File: src/rtl/mem_access_ctrl.sv
// mem_access_ctrl: sequencing controller and two-requester round-robin arbiter
// for the LC-3 memory subsystem (MAR/MDR plus synchronous RAM port A).
// Ports:
//   clk, reset               : clock and synchronous active-high reset
//   cpu_req/we/addr/wdata    : CPU single-transaction request port
//   cpu_ack                  : one-cycle completion pulse to the CPU
//   ld_req/we/addr/wdata     : program-loader request port
//   ld_ack                   : one-cycle completion pulse to the loader
//   rdata                    : read data, valid while an ack is high for a read
//   MDROut                   : current MDR contents from the memory block
//   busOut, busEn            : value for the Bus and its gate enable
//   ldMAR, ldMDR, selMDR     : MAR/MDR load strobes and MDR input select
//   memWE                    : RAM port-A write enable
//   busy, grant              : not-idle flag and owner of current/last transaction
module mem_access_ctrl #(
  parameter int unsigned RD_LAT = 1
) (
  input  logic        clk,
  input  logic        reset,
  input  logic        cpu_req,
  input  logic        cpu_we,
  input  logic [15:0] cpu_addr,
  input  logic [15:0] cpu_wdata,
  output logic        cpu_ack,
  input  logic        ld_req,
  input  logic        ld_we,
  input  logic [15:0] ld_addr,
  input  logic [15:0] ld_wdata,
  output logic        ld_ack,
  output logic [15:0] rdata,
  input  logic [15:0] MDROut,
  output logic [15:0] busOut,
  output logic        busEn,
  output logic        ldMAR,
  output logic        ldMDR,
  output logic        selMDR,
  output logic        memWE,
  output logic        busy,
  output logic        grant
);

  localparam int unsigned CNT_W = 4;

  typedef enum logic [2:0] {
    S_IDLE, S_MAR, S_RWAIT, S_RMDR, S_WMDR, S_WRITE, S_DONE
  } state_t;

  state_t             state, state_d;
  logic [CNT_W-1:0]   cnt, cnt_d;
  logic               last_gnt, gnt_d, take, pick_ld;
  logic               we_q;
  logic [15:0]        wdata_q, rdata_q, sel_addr;
  logic [15:0]        bus_d;
  logic               bus_en_d, ld_mar_d, ld_mdr_d, sel_mdr_d, mem_we_d;
  logic               cpu_ack_d, ld_ack_d, busy_d;

  // Round-robin on a tie: the port that was not granted last wins.
  assign pick_ld  = (cpu_req && ld_req) ? ~last_gnt : ld_req;
  assign sel_addr = pick_ld ? ld_addr : cpu_addr;

  // Next state, then all Moore outputs decoded from the next state so they
  // can be registered and appear cleanly in the state they belong to.
  always_comb begin
    state_d   = state;
    cnt_d     = cnt;
    gnt_d     = grant;
    take      = 1'b0;
    bus_d     = 16'h0000;
    bus_en_d  = 1'b0;
    ld_mar_d  = 1'b0;
    ld_mdr_d  = 1'b0;
    sel_mdr_d = 1'b0;
    mem_we_d  = 1'b0;
    cpu_ack_d = 1'b0;
    ld_ack_d  = 1'b0;

    case (state)
      S_IDLE: begin
        if (cpu_req || ld_req) begin
          take    = 1'b1;
          gnt_d   = pick_ld;
          state_d = S_MAR;
        end
      end
      S_MAR: begin
        if (we_q) begin
          state_d = S_WMDR;
        end else begin
          state_d = S_RWAIT;
          cnt_d   = CNT_W'(RD_LAT - 1);
        end
      end
      S_RWAIT: begin
        if (cnt == '0) state_d = S_RMDR;
        else           cnt_d   = cnt - CNT_W'(1);
      end
      S_RMDR:  state_d = S_DONE;
      S_WMDR:  state_d = S_WRITE;
      S_WRITE: state_d = S_DONE;
      S_DONE:  state_d = S_IDLE;
      default: state_d = S_IDLE;
    endcase

    case (state_d)
      S_MAR: begin
        // MAR is only entered from IDLE, so the address comes straight from the winning port.
        bus_en_d = 1'b1;
        bus_d    = sel_addr;
        ld_mar_d = 1'b1;
      end
      S_WMDR: begin
        bus_en_d = 1'b1;
        bus_d    = wdata_q;
        ld_mdr_d = 1'b1;
      end
      S_RMDR: begin
        sel_mdr_d = 1'b1;
        ld_mdr_d  = 1'b1;
      end
      S_WRITE: mem_we_d = 1'b1;
      S_DONE: begin
        cpu_ack_d = ~gnt_d;
        ld_ack_d  = gnt_d;
      end
      default: ;
    endcase

    busy_d = (state_d != S_IDLE);
  end

  // State, latched request and registered outputs.
  always_ff @(posedge clk) begin
    if (reset) begin
      state    <= S_IDLE;
      cnt      <= '0;
      last_gnt <= 1'b1;
      grant    <= 1'b0;
      we_q     <= 1'b0;
      wdata_q  <= 16'h0000;
      rdata_q  <= 16'h0000;
      busOut   <= 16'h0000;
      busEn    <= 1'b0;
      ldMAR    <= 1'b0;
      ldMDR    <= 1'b0;
      selMDR   <= 1'b0;
      memWE    <= 1'b0;
      cpu_ack  <= 1'b0;
      ld_ack   <= 1'b0;
      busy     <= 1'b0;
    end else begin
      state   <= state_d;
      cnt     <= cnt_d;
      grant   <= gnt_d;
      busOut  <= bus_d;
      busEn   <= bus_en_d;
      ldMAR   <= ld_mar_d;
      ldMDR   <= ld_mdr_d;
      selMDR  <= sel_mdr_d;
      memWE   <= mem_we_d;
      cpu_ack <= cpu_ack_d;
      ld_ack  <= ld_ack_d;
      busy    <= busy_d;
      if (take) begin
        last_gnt <= pick_ld;
        we_q     <= pick_ld ? ld_we : cpu_we;
        wdata_q  <= pick_ld ? ld_wdata : cpu_wdata;
      end
      if (state == S_DONE && !we_q) rdata_q <= MDROut;
    end
  end

  // MDR only picks up the RAM word on the edge that enters DONE, so during
  // the ack cycle of a read the fresh MDR value is passed through directly;
  // afterwards the captured copy holds until the next read completes.
  assign rdata = (state == S_DONE && !we_q) ? MDROut : rdata_q;

endmodule

File: config.mk
export PLATFORM = sky130hd
export DESIGN_NAME = mem_access_ctrl
export DESIGN_NICKNAME = d
export VERILOG_FILES = /design/src/rtl/mem_access_ctrl.sv
export SDC_FILE = /design/constraint.sdc
export NUM_CORES = 1
export LEC_CHECK = 0
export CELL_PAD_IN_SITES_DETAIL_PLACEMENT = 1
export CELL_PAD_IN_SITES_GLOBAL_PLACEMENT = 2
export CORE_UTILIZATION = 26
export DETAILED_ROUTE_END_ITERATION = 10
export GPL_ROUTABILITY_DRIVEN = 1
export GPL_TIMING_DRIVEN = 0
export PLACE_DENSITY_LB_ADDON = 0.1
export SETUP_SLACK_MARGIN = 0.02
export SKIP_CTS_REPAIR_TIMING = 1
export SLEW_MARGIN = 40
export SYNTH_ARGS = -nofsm -noshare
export SYNTH_HDL_FRONTEND = slang
export SYNTH_SLANG_ARGS = --single-unit
File: constraint.sdc
create_clock -name clk -period 3.8 [get_ports clk]
set_input_delay 1.14 -clock clk [delete_from_list [all_inputs] [get_ports clk]]
set_output_delay 1.14 -clock clk [all_outputs]
set_load 0.05 [all_outputs]
==> results of run 1 <==
metrics by stage:
step / hold slack (ps) / area [sq um]
floorplan: 446 / 2890
global placement: 456 / 4300
detailed placement: 462 / 4300
CTS: 474 / 4520
global route: 493 / 4550
finish: 470 / 4550
Yosys cell counts, drive strengths merged (2+ instances only):
master   n
nand2b   2
or3b     2
mux2    16
nor2b    2
o21ai    5
a221oi  17
dfxtp   66
a21oi    8
nor3     3
o32ai   34
o41ai    2
ha       2
buf     12
a211oi   2
nand3    2
nand2   16
mux2i   16
nor3b    2
and2    17
inv     23
o21a     2
nor2     7
clkbuf  18
or4      2
and3     2
cells in the final DEF (no fill, tap or decap), types with 16 or more instances in the layout:
cell | netlist | final
and2_1 | 17 | 17
mux2_2 | 16 | 16
nand2_1 | 16 | 16
dfxtp_1 | 66 | 66
inv_1 | 23 | 23
clkbuf_1 | 17 | 17
a221oi_1 | 17 | 17
clkdlybuf4s50_1 | 0 | 113
o32ai_1 | 33 | 33
mux2i_1 | 16 | 16
worst max-delay path, stage by stage:
cell	delay (ps)
clkdlybuf4s50_1	450
mux2_2	140
clkdlybuf4s50_1	800
power by group:
part / internal, W / total (W) / switching, W
clock network: 0.000388 / 0.000674 / 0.000286
logic: 0.000264 / 0.000655 / 0.000392
registers: 0.000773 / 0.000810 / 0.0000373
layer usage:
metal | vias to the layer above | wire length, microns | GRT usage [%]
met5 | - | 0 | 0
met4 | 0 | 96 | 5.87
met3 | 11 | 610 | 4.24
met2 | 84 | 4320 | 27.5
met1 | 1286 | 3930 | 19.9
li1 | 1347 | - | -
flip-flops by register name (all words and copies together), names as in the netlist:
| register | flops |
|---|---|
| busEn | 1 |
| busOut | 16 |
| busy | 1 |
| cnt | 4 |
| cpu_ack | 1 |
| grant | 1 |
| last_gnt | 1 |
| ldMAR | 1 |
| ldMDR | 1 |
| ld_ack | 1 |
| memWE | 1 |
| rdata_q | 16 |
| selMDR | 1 |
| state | 3 |
| wdata_q | 16 |
| we_q | 1 |
area by class of cell:
type | count | area, sq um | share of cell area, %
clock buffer | 10 | 138 | 3.02
clock inverter | 6 | 88.8 | 1.95
tap | 140 | 175 | 3.85
sequential | 66 | 1320 | 29.0
inverter | 24 | 90.1 | 1.98
buffer | 30 | 136 | 2.99
multi-input combinational | 173 | 1350 | 29.6
timing repair buffer | 123 | 1260 | 27.6
logic make-up after synthesis:
group / after synthesis / synth area share, %
AO/OA/AOI/OAI: 76 / 21.3
flip-flops: 66 / 45.7
AND/OR/NAND/NOR: 62 / 12.2
buffers and inverters: 54 / 7.84
multiplexers: 32 / 11.8
adder cells (fa/ha/maj): 2 / 0.866
XOR/XNOR: 1 / 0.303
path summary, 6_finish.rpt:
path | to | startpoint | cells past startpoint
hold reg to reg | busOut[5]$_SDFF_PP0_ | wdata_q[5]$_SDFFE_PP0P_ | 2
setup / recovery | rdata[15] | MDROut[15] | 3
hold / removal | busOut[5]$_SDFF_PP0_ | wdata_q[5]$_SDFFE_PP0P_ | 2
setup reg to reg | busOut[9]$_SDFF_PP0_ | state[0]$_SDFF_PP0_ | 5
==> results.ini, run 1 <==
[route]
vias_per_cell=4.77
firstDrtPassIters=4
num_vias=2728
wl_per_cell_microns=15.7
drtAntennaViolNets=0
drt_iter0_drc=59
drt_drc_violations_left=0
drt-total-wl_microns=8960

[clocking]
cts_tree=built
clk_pin_slew_ps=70
cts.sinks=66
h-tree-depth=3
cts_buffers=9
clockRootBuffer=clkbuf_8
insertion_delay_ps=340
clockBufferDepth=2

[synth]
synthTopCellsByArea=dfxtp_1 46%, o32ai_1 10%, mux2_2 6.2%
synth.ff_latch_count=66
post-synth-top-area-cell=dfxtp_1
netlist.area_leader.share_pct=45.7
syn-num-nets=381
postSynthAreaPerCell_sq_um=9.86
syn_inst=293
yosysWarnings=0
synth_edf_count=0
synth_cell_types=46
ys.flop_type=dfxtp_1
syn-cell-area_sq_um=2890
synth_async_sr_flop_share_pct=0
yosysSeqAreaShare_pct=45.7

[sta]
slew_headroom_pct=45.8
hold_viol=0
setup_viol=0
fmax_ghz=0.272
timing.final.crit_share_pct=96.9
tightestPinTransition_ps=810
clock-skew-final_ps=10.7
min_period_ps=3680
setup_ws_ps=119
slew_viol_final=0
fin_setup_tns_ps=0
rsz0062_at_grt=no

[die]
start_util_pct=26.7
num_rows=38
io_pins=127
die_area_sq_um=11500
die_width_microns=107
core_area_sq_um=10800
die_h_microns=107

[place]
dp_slack_ps=102
globalplace.congestion=0.732
port_buffers=123
place_hpwl_microns=6620
dpl.cell_count=556

[final_layout]
final_cells=572
areaGrowthSynthToFinish_pct=57.6
final_util_pct=42.0
drive_above_1_share_pct=11.6
fin_nets=515
antenna_cells=0
fillCellCount=1250

[setup_path]
worstSetupPathType=input pin to output pin
cp_data_required_time_ps=2660
crit_fanout=2
start_kind=input pin
endpoint_kind=output pin
r2r_setup_slack_ps=1680
arrival_ps=2540

[status]
outcome=complete, no violations

[global_route]
grt_max_degree=13
grt_util_all_layers_pct=16.3
grt_overflow_total=0
antenna_found_initial=0
grt_pass1_wl_microns=14300
grt_pass1_vias=2845

[job]
cap_violations=0

[pwr]
power_density_nw_per_um2=470
power.total_w=0.00214
ir_drop_v=0.000191
leakage_nw=1.92

[min_path]
hold_path.class=flip-flop to flip-flop

(Power assumes the default switching activity.)
==> inputs of run 2 (changes only) <==
- RECOVER_POWER: default -> 25
==> run 2 against run 1 <==
  * Via count hardly changed
  * Critical path depth stayed put
  * Hold slack did not move
  * Sequential share of layout area about the same
  * Highest routed layer unchanged
  * Final cell count did not move
  * Largest power group unchanged
  * Critical path type unchanged
  * Non-clock buffer count stayed put
==> results.ini, run 2 (same netlist as run 1, synthesis figures left out) <==
[route]
drt-total-wl_microns=8920  ; -0.38%
drt_drc_violations_left=0  ; unchanged
firstDrtPassIters=4  ; unchanged
wl_per_cell_microns=15.6  ; -0.38%
drtAntennaViolNets=0  ; unchanged
num_vias=2730  ; +0.073%
drt_iter0_drc=59  ; unchanged
vias_per_cell=4.77  ; about the same

[sta]
setup_ws_ps=118  ; -0.704 ps
slew_headroom_pct=45.6  ; -0.14 points
rsz0062_at_grt=no
setup_viol=0  ; unchanged
tightestPinTransition_ps=805  ; -4.87 ps
timing.final.crit_share_pct=96.9  ; about the same
slew_viol_final=0  ; unchanged
fin_setup_tns_ps=0  ; unchanged
min_period_ps=3680  ; +0.704 ps
hold_viol=0  ; unchanged
fmax_ghz=0.272  ; about the same
clock-skew-final_ps=10.3  ; -0.455 ps

[final_layout]
top_regs=busOut: 16 flops, rdata_q: 16 flops, wdata_q: 16 flops
fin_nets=515  ; unchanged
areaGrowthSynthToFinish_pct=57.4
antenna_cells=0  ; unchanged
final_util_pct=41.9  ; -0.069 points
final_cells=572  ; unchanged
fillCellCount=1250  ; unchanged
mostFrequentLayoutCells=113 x clkdlybuf4s50_1, 66 x dfxtp_1, 33 x o32ai_1
mostFrequentLayoutCell=clkdlybuf4s50_1
drive_above_1_share_pct=11.1  ; -0.46 points

[global_route]
grt_pass1_wl_microns=14300  ; unchanged
grt_util_all_layers_pct=16.3  ; unchanged
grt_overflow_total=0  ; unchanged
antenna_found_initial=0  ; unchanged
grt_pass1_vias=2845  ; unchanged
grt_max_degree=13  ; unchanged

[die]
io_pins=127  ; unchanged
num_rows=38  ; unchanged
core_area_sq_um=10800  ; unchanged
die_area_sq_um=11500  ; unchanged
start_util_pct=26.7  ; unchanged
die_width_microns=107  ; unchanged
die_h_microns=107  ; unchanged

[setup_path]
slowest_stage=clkdlybuf4s50_1
endpoint_kind=output pin
cpMostUsedCell=clkdlybuf4s50_1
crit_chain=clkdlybuf4s50_1, mux2_2, clkdlybuf4s50_1
slowest_delay_ps=800  ; about the same
worstSetupPathType=input pin to output pin
crit_fanout=2  ; unchanged
start_kind=input pin
r2r_setup_slack_ps=1700  ; +20 ps
cp_data_required_time_ps=2660  ; about the same
arrival_ps=2540  ; about the same

[pwr]
leakage_nw=1.92  ; -0.34%
ir_drop_v=0.000191  ; about the same
power_density_nw_per_um2=470  ; about the same

[place]
dpl.cell_count=556  ; unchanged
place_hpwl_microns=6620  ; unchanged
dp_slack_ps=102  ; unchanged
port_buffers=123  ; unchanged
globalplace.congestion=0.732  ; unchanged

[clocking]
clockRootBuffer=clkbuf_8
insertion_delay_ps=340  ; about the same
clk_pin_slew_ps=70  ; about the same
cts.sinks=66  ; unchanged
h-tree-depth=3  ; unchanged
cts_tree=built
clockBufferDepth=2  ; unchanged
cts_buffers=9  ; unchanged

[min_path]
hold_path.class=flip-flop to flip-flop

[status]
outcome=complete, no violations

[job]
cap_violations=0  ; unchanged

[run 2: cell counts in the layout (fill, tap and decap cells not counted)]
No cell type changed its count.
[run 2: metal layers]
metal / global-route usage [%] / vias up / part of all wire, %
met5: 0 / - / 0
met2: 27.5 / 91 / 48
met1: 19.9 / 1280 / 43
met3: 4.24 / 11 / 7.4
li1: - / 1348 / -
met4: 5.87 / 0 / 1.1
[run 2: final timing paths]
check | from | end | cells after the start
setup / recovery | MDROut[15] | rdata[15] | 3
hold / removal | wdata_q[5]$_SDFFE_PP0P_ | busOut[5]$_SDFF_PP0_ | 2
setup reg to reg | state[0]$_SDFF_PP0_ | busOut[9]$_SDFF_PP0_ | 5
hold reg to reg | wdata_q[5]$_SDFFE_PP0P_ | busOut[5]$_SDFF_PP0_ | 2
[run 2: area by class of cell]
class	count	area [sq um]	share of cell area (%)
multi-input combinational	173	1340	29.5
sequential	66	1320	29.1
timing repair buffer	123	1260	27.6
tap	140	175	3.85
clock buffer	10	138	3.03
buffer	30	136	3.00
inverter	24	90.1	1.98
clock inverter	6	88.8	1.95
[run 2: critical path, delay by kind of cell]
family	cells	cell delay, ps
buffers and inverters	2	1250
muxes	1	140
[run 2: power breakdown]
part	internal, W	leakage (nW)	switching, W	total, W
Clock	0.000388	0.109	0.000285	0.000674
Combinational	0.000263	1.27	0.000390	0.000653
Sequential	0.000773	0.540	0.0000369	0.000810
Total	0.00142	1.92	0.000712	0.00214
[run 2: metrics by stage]
stage                     hold slack [ps]  total power (W)  cell area [sq um]
final                                 470          0.00214               4550
after global routing                  493          0.00225               4550
after CTS                             474          0.00217               4520
after detailed placement              462          0.00149               4300
after global placement                456          0.00148               4300
after floorplan                       446          0.00122               2890
==> inputs of run 3 (changes only) <==
- CORE_ASPECT_RATIO: default -> 0.7
==> run 3 against run 2 <==
  * Flip-flop and latch count stayed put
  * Final area is 2.0% higher
  * Clock power rose by 21%
  * Critical path type unchanged
==> results.ini, run 3 (same netlist as run 1, synthesis figures left out) <==
[sta]
fmax_ghz=0.271  ; about the same
timing.final.crit_share_pct=97.0  ; about the same
fin_setup_tns_ps=0  ; unchanged
hold_viol=0  ; unchanged
setup_ws_ps=116  ; -2.72 ps
slew_viol_final=0  ; unchanged
whs_ps=468  ; -2.09 ps
rsz0062_at_grt=no
setup_viol=0  ; unchanged
tightestPinTransition_ps=849  ; +44.3 ps
clock-skew-final_ps=5.63  ; -4.64 ps
min_period_ps=3680  ; +2.72 ps
slew_headroom_pct=42.6  ; -3.0 points

[final_layout]
drive_above_1_share_pct=10.9  ; -0.26 points
postLayoutCellArea_sq_um=4640  ; +2.0%
fin_nets=516  ; +0.19%
mostFrequentLayoutCells=113 x clkdlybuf4s50_1, 66 x dfxtp_1, 33 x o32ai_1
top_regs=busOut: 16 flops, rdata_q: 16 flops, wdata_q: 16 flops
areaGrowthSynthToFinish_pct=60.5
fillCellCount=1188  ; -5.0%
antenna_cells=0  ; unchanged
final_cells=581  ; +1.6%
mostFrequentLayoutCell=clkdlybuf4s50_1

[min_path]
hold_path.class=flip-flop to flip-flop
hold_end=busOut[9]$_SDFF_PP0_
hp-start=wdata_q[9]$_SDFFE_PP0P_
whs_path_depth=2  ; unchanged

[setup_path]
worstSetupPathType=input pin to output pin
crit_chain=clkdlybuf4s50_1, mux2_2, clkdlybuf4s50_1
cp_data_required_time_ps=2660  ; about the same
r2r-start=state[0]$_SDFF_PP0_
endpoint_kind=output pin
slowest_delay_ps=800  ; about the same
reg2reg_to=busOut[4]$_SDFF_PP0_
arrival_ps=2540  ; about the same
slowest_stage=clkdlybuf4s50_1
cpMostUsedCell=clkdlybuf4s50_1
r2r_setup_slack_ps=1650  ; -50 ps
reg2regPathDepth=5  ; unchanged
start_kind=input pin
crit_fanout=2  ; unchanged

[route]
wl_met3_microns=687  ; +3.8%
dr_wl_met2_microns=4140  ; -4.1%
drt_drc_violations_left=0  ; unchanged
wl_per_cell_microns=16.5  ; +5.5%
drt_iter0_drc=71  ; +20%
wl_met1_microns=4620  ; +20%
routed.top_layer=met4
drt-total-wl_microns=9560  ; +7.1%
firstDrtPassIters=4  ; unchanged
vias_per_cell=4.80  ; +0.47%
drtAntennaViolNets=0  ; unchanged
num_vias=2786  ; +2.1%

[place]
dpl-instance-area_sq_um=4310  ; +0.23%
dp_slack_ps=103  ; +1.73 ps
place_hpwl_microns=6980  ; +5.4%
globalplace.congestion=0.716  ; -2.2%
dpl.cell_count=564  ; +1.4%
port_buffers=123  ; unchanged

[die]
io_pins=127  ; unchanged
num_rows=31  ; -18%
die_area_sq_um=11500  ; about the same
die_h_microns=90.2  ; -16%
start_util_pct=27.3  ; +0.63 points
core_area_sq_um=10600  ; -2.3%
die_width_microns=128  ; +19%

[pwr]
ir_drop_v=0.000302  ; +58%
power_density_nw_per_um2=494  ; +5.1%
leakage_nw=1.96  ; +2.5%

[global_route]
grt_pass1_vias=2946  ; +3.6%
grt_max_degree=11  ; -2
grt_util_all_layers_pct=17.2  ; +0.91 points
grt_overflow_total=0  ; unchanged
antenna_found_initial=0  ; unchanged
grt_pass1_wl_microns=15200  ; +6.4%

[clocking]
cts_tree=built
cts_buffers=9  ; unchanged
clockRootBuffer=clkbuf_16
h-tree-depth=3  ; unchanged
clockBufferDepth=2  ; unchanged
cts.sinks=66  ; unchanged
clk_pin_slew_ps=50  ; -20 ps
insertion_delay_ps=330  ; about the same

[job]
cap_violations=0  ; unchanged

[status]
outcome=complete, no violations

## run 3: cell count changes in the layout (fill, tap and decap cells not counted), moves of 2 or more
cell        previous run  this run
clkinvlp_4             2         0
clkbuf_1              17        19
clkbuf_16              0         9
bufinv_16              2         0
clkbuf_8              10         5
## run 3: worst max path at each step
stage | startpoint | endpoint | slack, ps
2_1_floorplan | state[1]$_SDFF_PP0_ | rdata[10] | 1100
3_3_place_gp | MDROut[6] | rdata[6] | 110
3_5_place_dp | MDROut[7] | rdata[7] | 100
4_1_cts | state[1]$_SDFF_PP0_ | rdata[7] | -70
5_1_grt | MDROut[3] | rdata[3] | 90
6_report | MDROut[15] | rdata[15] | 120
## run 3: final cells by class
| type | count | area (sq um) | share of cell area (%) |
|---|---|---|---|
| clock buffers | 15 | 298 | 6.42 |
| inverters | 24 | 90.1 | 1.94 |
| multi-input cells | 173 | 1340 | 28.9 |
| flip-flops and latches | 66 | 1320 | 28.5 |
| well taps | 148 | 185 | 3.99 |
| plain buffers | 30 | 136 | 2.94 |
| repair buffers | 124 | 1260 | 27.2 |
| clock inverters | 1 | 5.00 | 0.108 |
## run 3: stage by stage
step           utilization [%]  power (W)
5_1_grt                   43.8    0.00240
4_1_cts                   43.5    0.00232
3_3_place_gp              40.7    0.00148
3_5_place_dp              40.7    0.00149
2_1_floorplan                -    0.00122
6_report                  43.8    0.00229
## run 3: routing by layer
metal | vias up | track usage, %
li1 | 1355 | -
met1 | 1336 | 22.6
met2 | 86 | 26.4
met3 | 9 | 6.07
met4 | 0 | 5.10
met5 | - | 0
## run 3: critical path: cells and delay by family
| kind | cells | cell delay (ps) |
|---|---|---|
| buffers and inverters | 2 | 1250 |
| multiplexers | 1 | 150 |
## run 3: power by group
group / switching [W] / total [W] / internal [W]
combinational: 0.000401 / 0.000665 / 0.000264
clock: 0.000287 / 0.000816 / 0.000530
sequential: 0.0000355 / 0.000810 / 0.000775
